## src/rtl/light_pen_capture.sv

```systemverilog
// Light-pen hit detector: synchronizes the photodiode, waits out LED settle after each
// scan-position change, then emits a one-cycle write strobe once the pen sees steady light.
module light_pen_capture #(
    parameter int SYNC_STAGES   = 2,
    parameter int SETTLE_CYCLES = 8,
    parameter int HIT_CYCLES    = 4
) (
    input  logic       clk,
    input  logic       rst,
    input  logic       pen_in,
    input  logic       pen_en,
    input  logic [7:0] led_row,
    input  logic [7:0] led_col,
    output logic       we,
    output logic [2:0] hit_row,
    output logic [2:0] hit_col,
    output logic       hit_valid
);

    typedef enum logic [1:0] {IDLE, SETTLE, SAMPLE, HOLD} state_t;

    state_t                 r_state;
    logic [7:0]             r_cnt;
    logic [SYNC_STAGES-1:0] r_sync;
    logic [15:0]            r_pos_q;

    logic        w_pen_s;
    logic [15:0] w_pos;
    logic        w_pos_chg;
    logic        w_pos_ok;

    assign w_pen_s   = r_sync[SYNC_STAGES-1];
    assign w_pos     = {led_row, led_col};
    assign w_pos_chg = (w_pos != r_pos_q);
    assign w_pos_ok  = $onehot(led_row) && $onehot(led_col);

    function automatic logic [2:0] onehot_to_bin(input logic [7:0] v);
        logic [2:0] idx;
        idx = 3'd0;
        for (int i = 0; i < 8; i++)
            if (v[i]) idx = 3'(i);
        return idx;
    endfunction

    always_ff @(posedge clk or posedge rst) begin
        if (rst) begin
            r_sync  <= '0;
            r_pos_q <= '0;
        end else begin
            r_sync  <= {r_sync[SYNC_STAGES-2:0], pen_in};
            r_pos_q <= w_pos;
        end
    end

    // Priority: pen disabled, leaving IDLE, position change/invalid, then per-state work.
    always_ff @(posedge clk or posedge rst) begin
        if (rst) begin
            r_state   <= IDLE;
            r_cnt     <= '0;
            we        <= 1'b0;
            hit_row   <= '0;
            hit_col   <= '0;
            hit_valid <= 1'b0;
        end else begin
            we <= 1'b0;
            if (!pen_en) begin
                r_state <= IDLE;
                r_cnt   <= '0;
            end else if (r_state == IDLE || w_pos_chg || !w_pos_ok) begin
                r_state <= SETTLE;
                r_cnt   <= '0;
            end else begin
                case (r_state)
                    SETTLE: begin
                        if (r_cnt == 8'(SETTLE_CYCLES - 1)) begin
                            r_state <= SAMPLE;
                            r_cnt   <= '0;
                        end else begin
                            r_cnt <= r_cnt + 8'd1;
                        end
                    end
                    SAMPLE: begin
                        if (!w_pen_s) begin
                            r_cnt <= '0;
                        end else if (r_cnt == 8'(HIT_CYCLES - 1)) begin
                            r_state   <= HOLD;
                            r_cnt     <= '0;
                            we        <= 1'b1;
                            hit_row   <= onehot_to_bin(led_row);
                            hit_col   <= onehot_to_bin(led_col);
                            hit_valid <= 1'b1;
                        end else begin
                            r_cnt <= r_cnt + 8'd1;
                        end
                    end
                    default: r_state <= r_state;
                endcase
            end
        end
    end

endmodule

```

## config.mk

```make
export PLATFORM = sky130hd
export DESIGN_NAME = light_pen_capture
export DESIGN_NICKNAME = d
export VERILOG_FILES = /design/src/rtl/light_pen_capture.sv
export SDC_FILE = /design/constraint.sdc
export NUM_CORES = 1
export LEC_CHECK = 0
export ABC_AREA = 1
export CAP_MARGIN = 20
export CELL_PAD_IN_SITES_DETAIL_PLACEMENT = 0
export CELL_PAD_IN_SITES_GLOBAL_PLACEMENT = 1
export CORE_MARGIN = 3
export CORE_UTILIZATION = 41
export CTS_BUF_LIST = sky130_fd_sc_hd__clkbuf_8 sky130_fd_sc_hd__clkbuf_16
export CTS_CLUSTER_SIZE = 28
export DETAILED_ROUTE_END_ITERATION = 10
export PLACE_DENSITY = 0.85
export SLEW_MARGIN = 25
export SYNTH_ARGS = -nofsm -noshare
export SYNTH_HDL_FRONTEND = slang
export SYNTH_SLANG_ARGS = --single-unit
```

## constraint.sdc

```tcl
create_clock -name clk -period 1.9 [get_ports clk]
set_input_delay 0.38 -clock clk [delete_from_list [all_inputs] [get_ports clk]]
set_output_delay 0.38 -clock clk [all_outputs]
set_load 0.01 [all_outputs]
```

# Word-level counts from Yosys, hierarchy flattened
# Cells that the tools add are included.
dict set report totals {
  ff_bits 36
  input_bits 20
  out_inout_bits 8
  wordCells 73
}
dict set report op_classes {
  n_addsub 15
  eq_ne 11
  muxes 31
  bitwise 1
  reduce_logical 7
}
# operator n
set ops {}
lappend ops {{8-bit two-way mux} 5}
lappend ops {{3-bit two-way mux} 12}
lappend ops {{1-bit by 1-bit adder with 2-bit output} 8}
lappend ops {{16-bit inequality test} 1}
lappend ops {{8-bit one-hot mux with 2 select lines} 1}
lappend ops {{2-bit by 2-bit adder with 3-bit output} 4}
lappend ops {{4-bit inequality test (second input constant)} 3}
lappend ops {{2-bit two-way mux} 5}
lappend ops {{3-bit by 3-bit adder with 4-bit output} 2}
lappend ops {{8-bit by 1-bit adder with 8-bit output (second input constant)} 1}
lappend ops {{4-bit by 1-bit == test with 1-bit output (second input constant)} 2}
lappend ops {{8-bit by 2-bit == test with 1-bit output (second input constant)} 1}
lappend ops {{8-bit by 3-bit == test with 1-bit output (second input constant)} 1}
lappend ops {{1-bit two-way mux} 7}
lappend ops {{5-bit AND reduction} 1}
lappend ops {{4-bit by 1-bit inequality test with 1-bit output (second input constant)} 1}
lappend ops {{2-bit one-hot mux with 2 select lines} 1}
lappend ops {{4-bit AND reduction} 1}
lappend ops {{2-bit by 1-bit == test with 1-bit output (second input constant)} 1}
lappend ops {{2-bit == test (second input constant)} 1}
lappend ops {{2-bit logical NOT} 1}
lappend ops {{1-bit logical OR} 2}
lappend ops {{1-bit logical AND} 1}
lappend ops {{1-bit logical NOT} 1}
lappend ops {{1-bit inverter} 1}

# Longest topological paths before layout
dict set report depth {
  depth_word 9
  mapped_depth 21
}

# Least setup slack after synthesis
# No wires, ideal clock.
dict set report synth_path {
  path_kind {input -> register}
  from {input led_row[0]}
  to {register hit_row[2]}
  arrival_time_ns 3.545
  required_ns 1.783
  path_slack_ns -1.762
  stages 18
  path_buffers 1
  cell_sequence {inv_1 > fa_1 > fa_1 > fa_1 > inv_1 > ha_1 > inv_1 > fa_1 > nand3_1 > nor2_4 > nand2_2 > nor2_4 > nand4_4 > inv_4 > nand2_4 > buf_6 > o21ai_1 > inv_1}
}
dict set report synth_via {
  elab_chain_len 9
  elab_cells_between_ends 11
  classes_between {add/sub (3); eq/ne (2); bitwise (1); reduce/logical (5)}
}
# item line_no
set synth_rtl {}
lappend synth_rtl {{start, declared} 12} ;# input logic [7:0] led_row,
lappend synth_rtl {{1-bit by 1-bit adder with 2-bit output (implied by the code)} 35} ;# assign w_pos_ok = $onehot(led_row) && $onehot(led_col);
lappend synth_rtl {{2-bit by 2-bit adder with 3-bit output (implied by the code)} 35}
lappend synth_rtl {{3-bit by 3-bit adder with 4-bit output (implied by the code)} 35}
lappend synth_rtl {{4-bit by 1-bit == test with 1-bit output} 35}
lappend synth_rtl {{1-bit logical AND} 35}
lappend synth_rtl {{1-bit logical NOT} 69} ;# end else if (r_state == IDLE || w_pos_chg || !w_pos_ok) begin
lappend synth_rtl {{1-bit logical OR (*)} 69}
lappend synth_rtl {{1-bit inverter (no line) (*)} n/a}
lappend synth_rtl {{5-bit AND reduction (no line) (*)} n/a}
lappend synth_rtl {{end signal, assigned} 89} ;# hit_row <= onehot_to_bin(led_row);
lappend synth_rtl {{end, declared} 15} ;# output logic [2:0] hit_row,
# Every way passes the cells marked *; elsewhere a longest branch is shown, timed or not.
# A chain may end at the register's enable or synchronous reset.

# Final worst setup path
dict set report layout_path {
  from {input led_row[0]}
  to {register r_cnt[1]}
}
dict set report layout_via {
  elab_chain_len 9
  elab_cells_between_ends 12
  classes_between {add/sub (3); eq/ne (3); mux (2); reduce/logical (4)}
}
# item line_no
set layout_rtl {}
lappend layout_rtl {{1-bit by 1-bit adder with 2-bit output (implied by the code)} 35}
lappend layout_rtl {{2-bit by 2-bit adder with 3-bit output (implied by the code)} 35}
lappend layout_rtl {{3-bit by 3-bit adder with 4-bit output (implied by the code)} 35}
lappend layout_rtl {{4-bit by 1-bit == test with 1-bit output} 35}
lappend layout_rtl {{1-bit logical AND} 35}
lappend layout_rtl {{1-bit logical NOT} 69}
lappend layout_rtl {{1-bit logical OR (*)} 69}
lappend layout_rtl {{8-bit two-way mux} 69}
lappend layout_rtl {{8-bit two-way mux} 66} ;# if (!pen_en) begin
lappend layout_rtl {{end signal, assigned} 79} ;# r_cnt <= r_cnt + 8'd1;
lappend layout_rtl {{end signal, assigned} 93} ;# r_cnt <= r_cnt + 8'd1;
lappend layout_rtl {{end, declared} 23} ;# logic [7:0] r_cnt;
# Marks and branches as above.

==> results <==
metrics by stage:
step / TNS, ns / area (sq um) / worst slack, ns / utilization, %
finish: -28.78 / 3450 / -1.64 / 61.1
global placement: -42.24 / 3100 / -2.43 / 55.0
global route: -31.43 / 3450 / -1.81 / 61.1
detailed placement: -44.17 / 3100 / -2.55 / 55.0
floorplan: -28.48 / 2480 / -1.73 / -
CTS: -30.50 / 3350 / -1.77 / 59.4
state kept, by name, indices dropped and copies added (netlist names):
name,flops
hit_row,3
r_pos_q,16
we,1
r_sync,2
hit_col,3
hit_valid,1
r_cnt,8
r_state,2
routing by layer:
layer  vias to the layer above  routed length, microns
met5                         -                       0
met4                         0                      49
met2                        48                    2830
met1                      1035                    2890
met3                         5                     289
li1                       1196                       -
layout by cell type, fill, tap and decap left out, types with 2 or more instances in the layout:
| cell type | n |
|---|---|
| sky130_fd_sc_hd__o21ai_2 | 6 |
| sky130_fd_sc_hd__nand2_1 | 96 |
| sky130_fd_sc_hd__nor2_1 | 32 |
| sky130_fd_sc_hd__dfrtp_1 | 36 |
| sky130_fd_sc_hd__o21ai_1 | 2 |
| sky130_fd_sc_hd__buf_4 | 45 |
| sky130_fd_sc_hd__nand2_4 | 2 |
| sky130_fd_sc_hd__buf_6 | 4 |
| sky130_fd_sc_hd__nand4_4 | 2 |
| sky130_fd_sc_hd__nor3_1 | 2 |
| sky130_fd_sc_hd__nand3_2 | 4 |
| sky130_fd_sc_hd__nor2_2 | 4 |
| sky130_fd_sc_hd__a21oi_2 | 4 |
| sky130_fd_sc_hd__ha_1 | 8 |
| sky130_fd_sc_hd__nor2_4 | 4 |
| sky130_fd_sc_hd__buf_2 | 3 |
| sky130_fd_sc_hd__nand2_2 | 11 |
| sky130_fd_sc_hd__inv_1 | 61 |
| sky130_fd_sc_hd__a21oi_1 | 7 |
| sky130_fd_sc_hd__fa_1 | 7 |
| sky130_fd_sc_hd__clkdlybuf4s50_1 | 21 |
| sky130_fd_sc_hd__nand3_1 | 12 |
| sky130_fd_sc_hd__o21ai_0 | 9 |
| sky130_fd_sc_hd__ha_2 | 2 |
| sky130_fd_sc_hd__clkbuf_8 | 5 |
| sky130_fd_sc_hd__inv_2 | 18 |
kinds of logic after synthesis:
| logic type | Yosys count |
|---|---|
| AO/OA/AOI/OAI | 31 |
| adder cells (fa/ha/maj) | 18 |
| buffers and inverters | 83 |
| flip-flops | 36 |
| AND/OR/NAND/NOR | 177 |
synth_stat cells, types with 2 or more instances:
| library cell | number | area (sq um) |
|---|---|---|
| sky130_fd_sc_hd__a21oi_1 | 11 | 55.1 |
| sky130_fd_sc_hd__dfrtp_1 | 36 | 901 |
| sky130_fd_sc_hd__fa_1 | 8 | 160 |
| sky130_fd_sc_hd__ha_1 | 10 | 125 |
| sky130_fd_sc_hd__inv_1 | 65 | 244 |
| sky130_fd_sc_hd__inv_2 | 15 | 56.3 |
| sky130_fd_sc_hd__nand2_1 | 104 | 390 |
| sky130_fd_sc_hd__nand2_2 | 4 | 25.0 |
| sky130_fd_sc_hd__nand3_1 | 17 | 85.1 |
| sky130_fd_sc_hd__nor2_1 | 34 | 128 |
| sky130_fd_sc_hd__nor2_2 | 2 | 12.5 |
| sky130_fd_sc_hd__nor2_4 | 4 | 45.0 |
| sky130_fd_sc_hd__nor3_1 | 3 | 15.0 |
| sky130_fd_sc_hd__o21ai_0 | 10 | 50.1 |
| sky130_fd_sc_hd__o21ai_1 | 6 | 30.0 |
repair_timing:
action,4_1_cts,5_1_grt
gates resized for setup,52,13
endpoints found under the setup margin,18,18
pin swaps,26,15
cloned,1,0
setup buffers,7,6
power by group through the flow:
| stage | clock network (uW) | logic, uW | registers (uW) |
|---|---|---|---|
| 3_5_place_dp | 0 | 586 | 812 |
| 6_report | 686 | 622 | 798 |
| 2_1_floorplan | 0 | 362 | 810 |
| 5_1_grt | 742 | 711 | 800 |
| 3_3_place_gp | 0 | 571 | 812 |
| 4_1_cts | 703 | 615 | 798 |
area by class of cell:
cell class | instances | area share, %
multi-input cells | 227 | 40.1
clock buffers | 5 | 2.00
repair buffers | 75 | 18.7
well taps | 72 | 2.61
flip-flops and latches | 36 | 26.1
clock inverters | 3 | 1.23
inverters | 82 | 9.29
worst max path at each step:
stage          depth (start not counted)          to
6_report                              20    r_cnt[1]
5_1_grt                               20    r_cnt[5]
4_1_cts                               20    r_cnt[3]
3_5_place_dp                          20    r_cnt[3]
3_3_place_gp                          20    r_cnt[3]
2_1_floorplan                         18  hit_row[1]
==> results.md <==
| Metric | Reported |
|:---|:---|
| Run status | finished with violations |
| Violated checks | setup timing |
| Critical path cell sequence | buf_8 > inv_8 > fa_1 > fa_1 > fa_1 > inv_1 > ha_2 > inv_2 > fa_1 > nand3_2 > nor2_4 > nand2_2 > nor2_4 > nand4_4 > clkinv_4 > buf_12 > nand2_4 > nand2_2 > nand2_1 > inv_1 |
| Diodes inserted | 0 |
| Hold Startpoint | led_col[0] |
| Clock tree skew after final layout | 0.00248 ns |
| Sequential Power Share | 37.9% |
| Chip Height | 83.5 microns |
| Share of final-layout standard cells stronger than drive strength 1 | 29.7% |
| Buffers plus inverters on the worst setup path | 7 |
| Overall fraction of global-route tracks in use | 18.6% |
| Upper clock frequency limit | 282 MHz |
| DRC violations left | 0 |
| Post-synthesis xor/xnor area fraction | 0% |
| Area inside the core boundary | 5640 sq um |
| Post-layout worst setup margin | -1.64 ns |
| Number of rows created at floorplan | 27 |
| Post-synth EDFFs | 0 |
| Layout net count | 465 |
| Vias in the first global route | 2233 |
| Count of different cell masters after synthesis | 31 |
| Switching portion of total power | 30.5% |
| Multiplexer fraction of the synthesized cell area | 0% |
| Mapped Nets | 383 |
| Final-report setup violation count | 18 |
| Number of violations of the max-capacitance limit | 0 |
| Leakage power of the design | 0.00183 uW |
| Reg2reg end | r_cnt[1] |
| Detailed-router iteration count before antenna repair | 4 |
| Crit path required time | 2.14 ns |
| Share of the yosys chip area belonging to registers | 36.6% |
| Count of yosys warnings during synthesis | 0 |
| Critical Path Max Stage Delay | 0.56 ns |
| Max_slew headroom | 65.0% |
| Met2 Track Usage GR | 30.2% |
| Crit path top cell by count | sky130_fd_sc_hd__fa_1 |
| Pint | 1460 uW |
| TritonCTS clock tree | yes |
| Classification of the worst-slack hold path | primary input to flip-flop |
| Ports | 28 |
| Antenna violations before repair | 0 |
| Avg Vias per Cell | 4.57 |
| Most instantiated flip-flop cell in the synthesis netlist | sky130_fd_sc_hd__dfrtp_1 |
| Post-layout min period | 3.54 ns |
| Transition at the pin with the smallest max-transition slack | 0.522 ns |
| Setup repair after global routing missed its margin | yes |
| Later-pin clock latency in the skew report | 0.30 ns |
| Standard cell with the maximum stage delay on the critical path | sky130_fd_sc_hd__fa_1 |
| Synthesis-to-layout area growth | 40.2% |
| Number of flip-flops and latches in the synthesized netlist | 36 |
| Routability congestion estimate | 0.844 |
| Smallest hold slack | 0.274 ns |
| Number of buffers inserted by hold repair at cts | 0 |
| Cell Area, Synth | 2460 sq um |
| Instance count after placement with tap cells included | 478 |
| Global Route met1 Usage | 25.3% |
| Maximum number of pins on one net before global-route repair | 37 |
| Hold path depth | 2 |
| Number of max-slew violations in the final report | 0 |
| Type of the worst setup path | primary input to flip-flop |
| Filler Cell Count | 519 |
| Instance count of the mapped netlist | 345 |
| Combined area of the multi-input logic cells | 1380 sq um |
| Adder-cell area share of the yosys netlist | 11.6% |
| Endpoint class of the critical path | flip-flop |
| Cell family with the largest share of critical-path delay | adder cells |
| Clock-pin slew reported for the worst setup and hold paths after clock tree synthesis | 0.08 ns |
| Remaining antenna violation count after routing | 0 |
| Horizontal extent of the die | 83.5 microns |
| First-pass GRT wire length | 10400 microns |
| Maximum ir drop on the vdd rail | 0.414 mV |
| Number of buffers inserted during clock tree synthesis | 5 |
| Power density cells | 611 nW/um^2 |
| Average cell area after synthesis | 7.13 sq um |
| Combinational share of power | 29.5% |
| CP Launch Type | primary input |
| DIE AREA | 6960 sq um |
| Routed Wire Length | 6060 microns |
| Arrival time at the worst endpoint | 3.79 ns |
| Logic depth of the worst register-to-register path | 14 |
| WL/cell | 12.1 microns |
| Overflow left after global routing | 0 |
| Post-DP HPWL | 4650 microns |
| TritonCTS sink count | 36 |
| Port Buf Inserts | 27 |
| Overall Power | 2110 uW |
| Dominant combinational cell family by area after synthesis | simple AND/OR/NAND/NOR gates |
| Proportion of register bits with asynchronous set or reset after synthesis | 100% |
| Routed vias | 2284 |
| Startpoint of the lowest-slack register-to-register path | r_state[0] |
| Final Hold Vio Count | 0 |
| R2R setup slack | 0.04 ns |
| Root buffer cell | sky130_fd_sc_hd__clkbuf_8 |
| Register area | 901 sq um |
| Count of routing violations after the opening detailed-route iteration | 97 |
| Critical path peak fanout | 4 |
| Final Instance Count excl. Fillers | 500 |
| Number of buffers on the longest clock path | 2 |
| Final cycle utilization of the critical path | 187% |
| Net switching power of the design | 643 uW |
| Global routing met3 resource utilization | 4.64% |
| Clock Power Share | 32.6% |
| Busiest layer in global routing | met2 |
| Share of synthesized cell area in and, or, nand and nor gates | 31.9% |
| Critical Path Start | led_row[0] |
| Effective utilization at floorplan | 43.6% |
| Endpoint with the worst hold slack | r_pos_q[0] |
| Fraction of the mapped netlist area in compound gates | 6.82% |
| Level count of the clock H-tree | 2 |
Power figures use the tool's default switching activity.
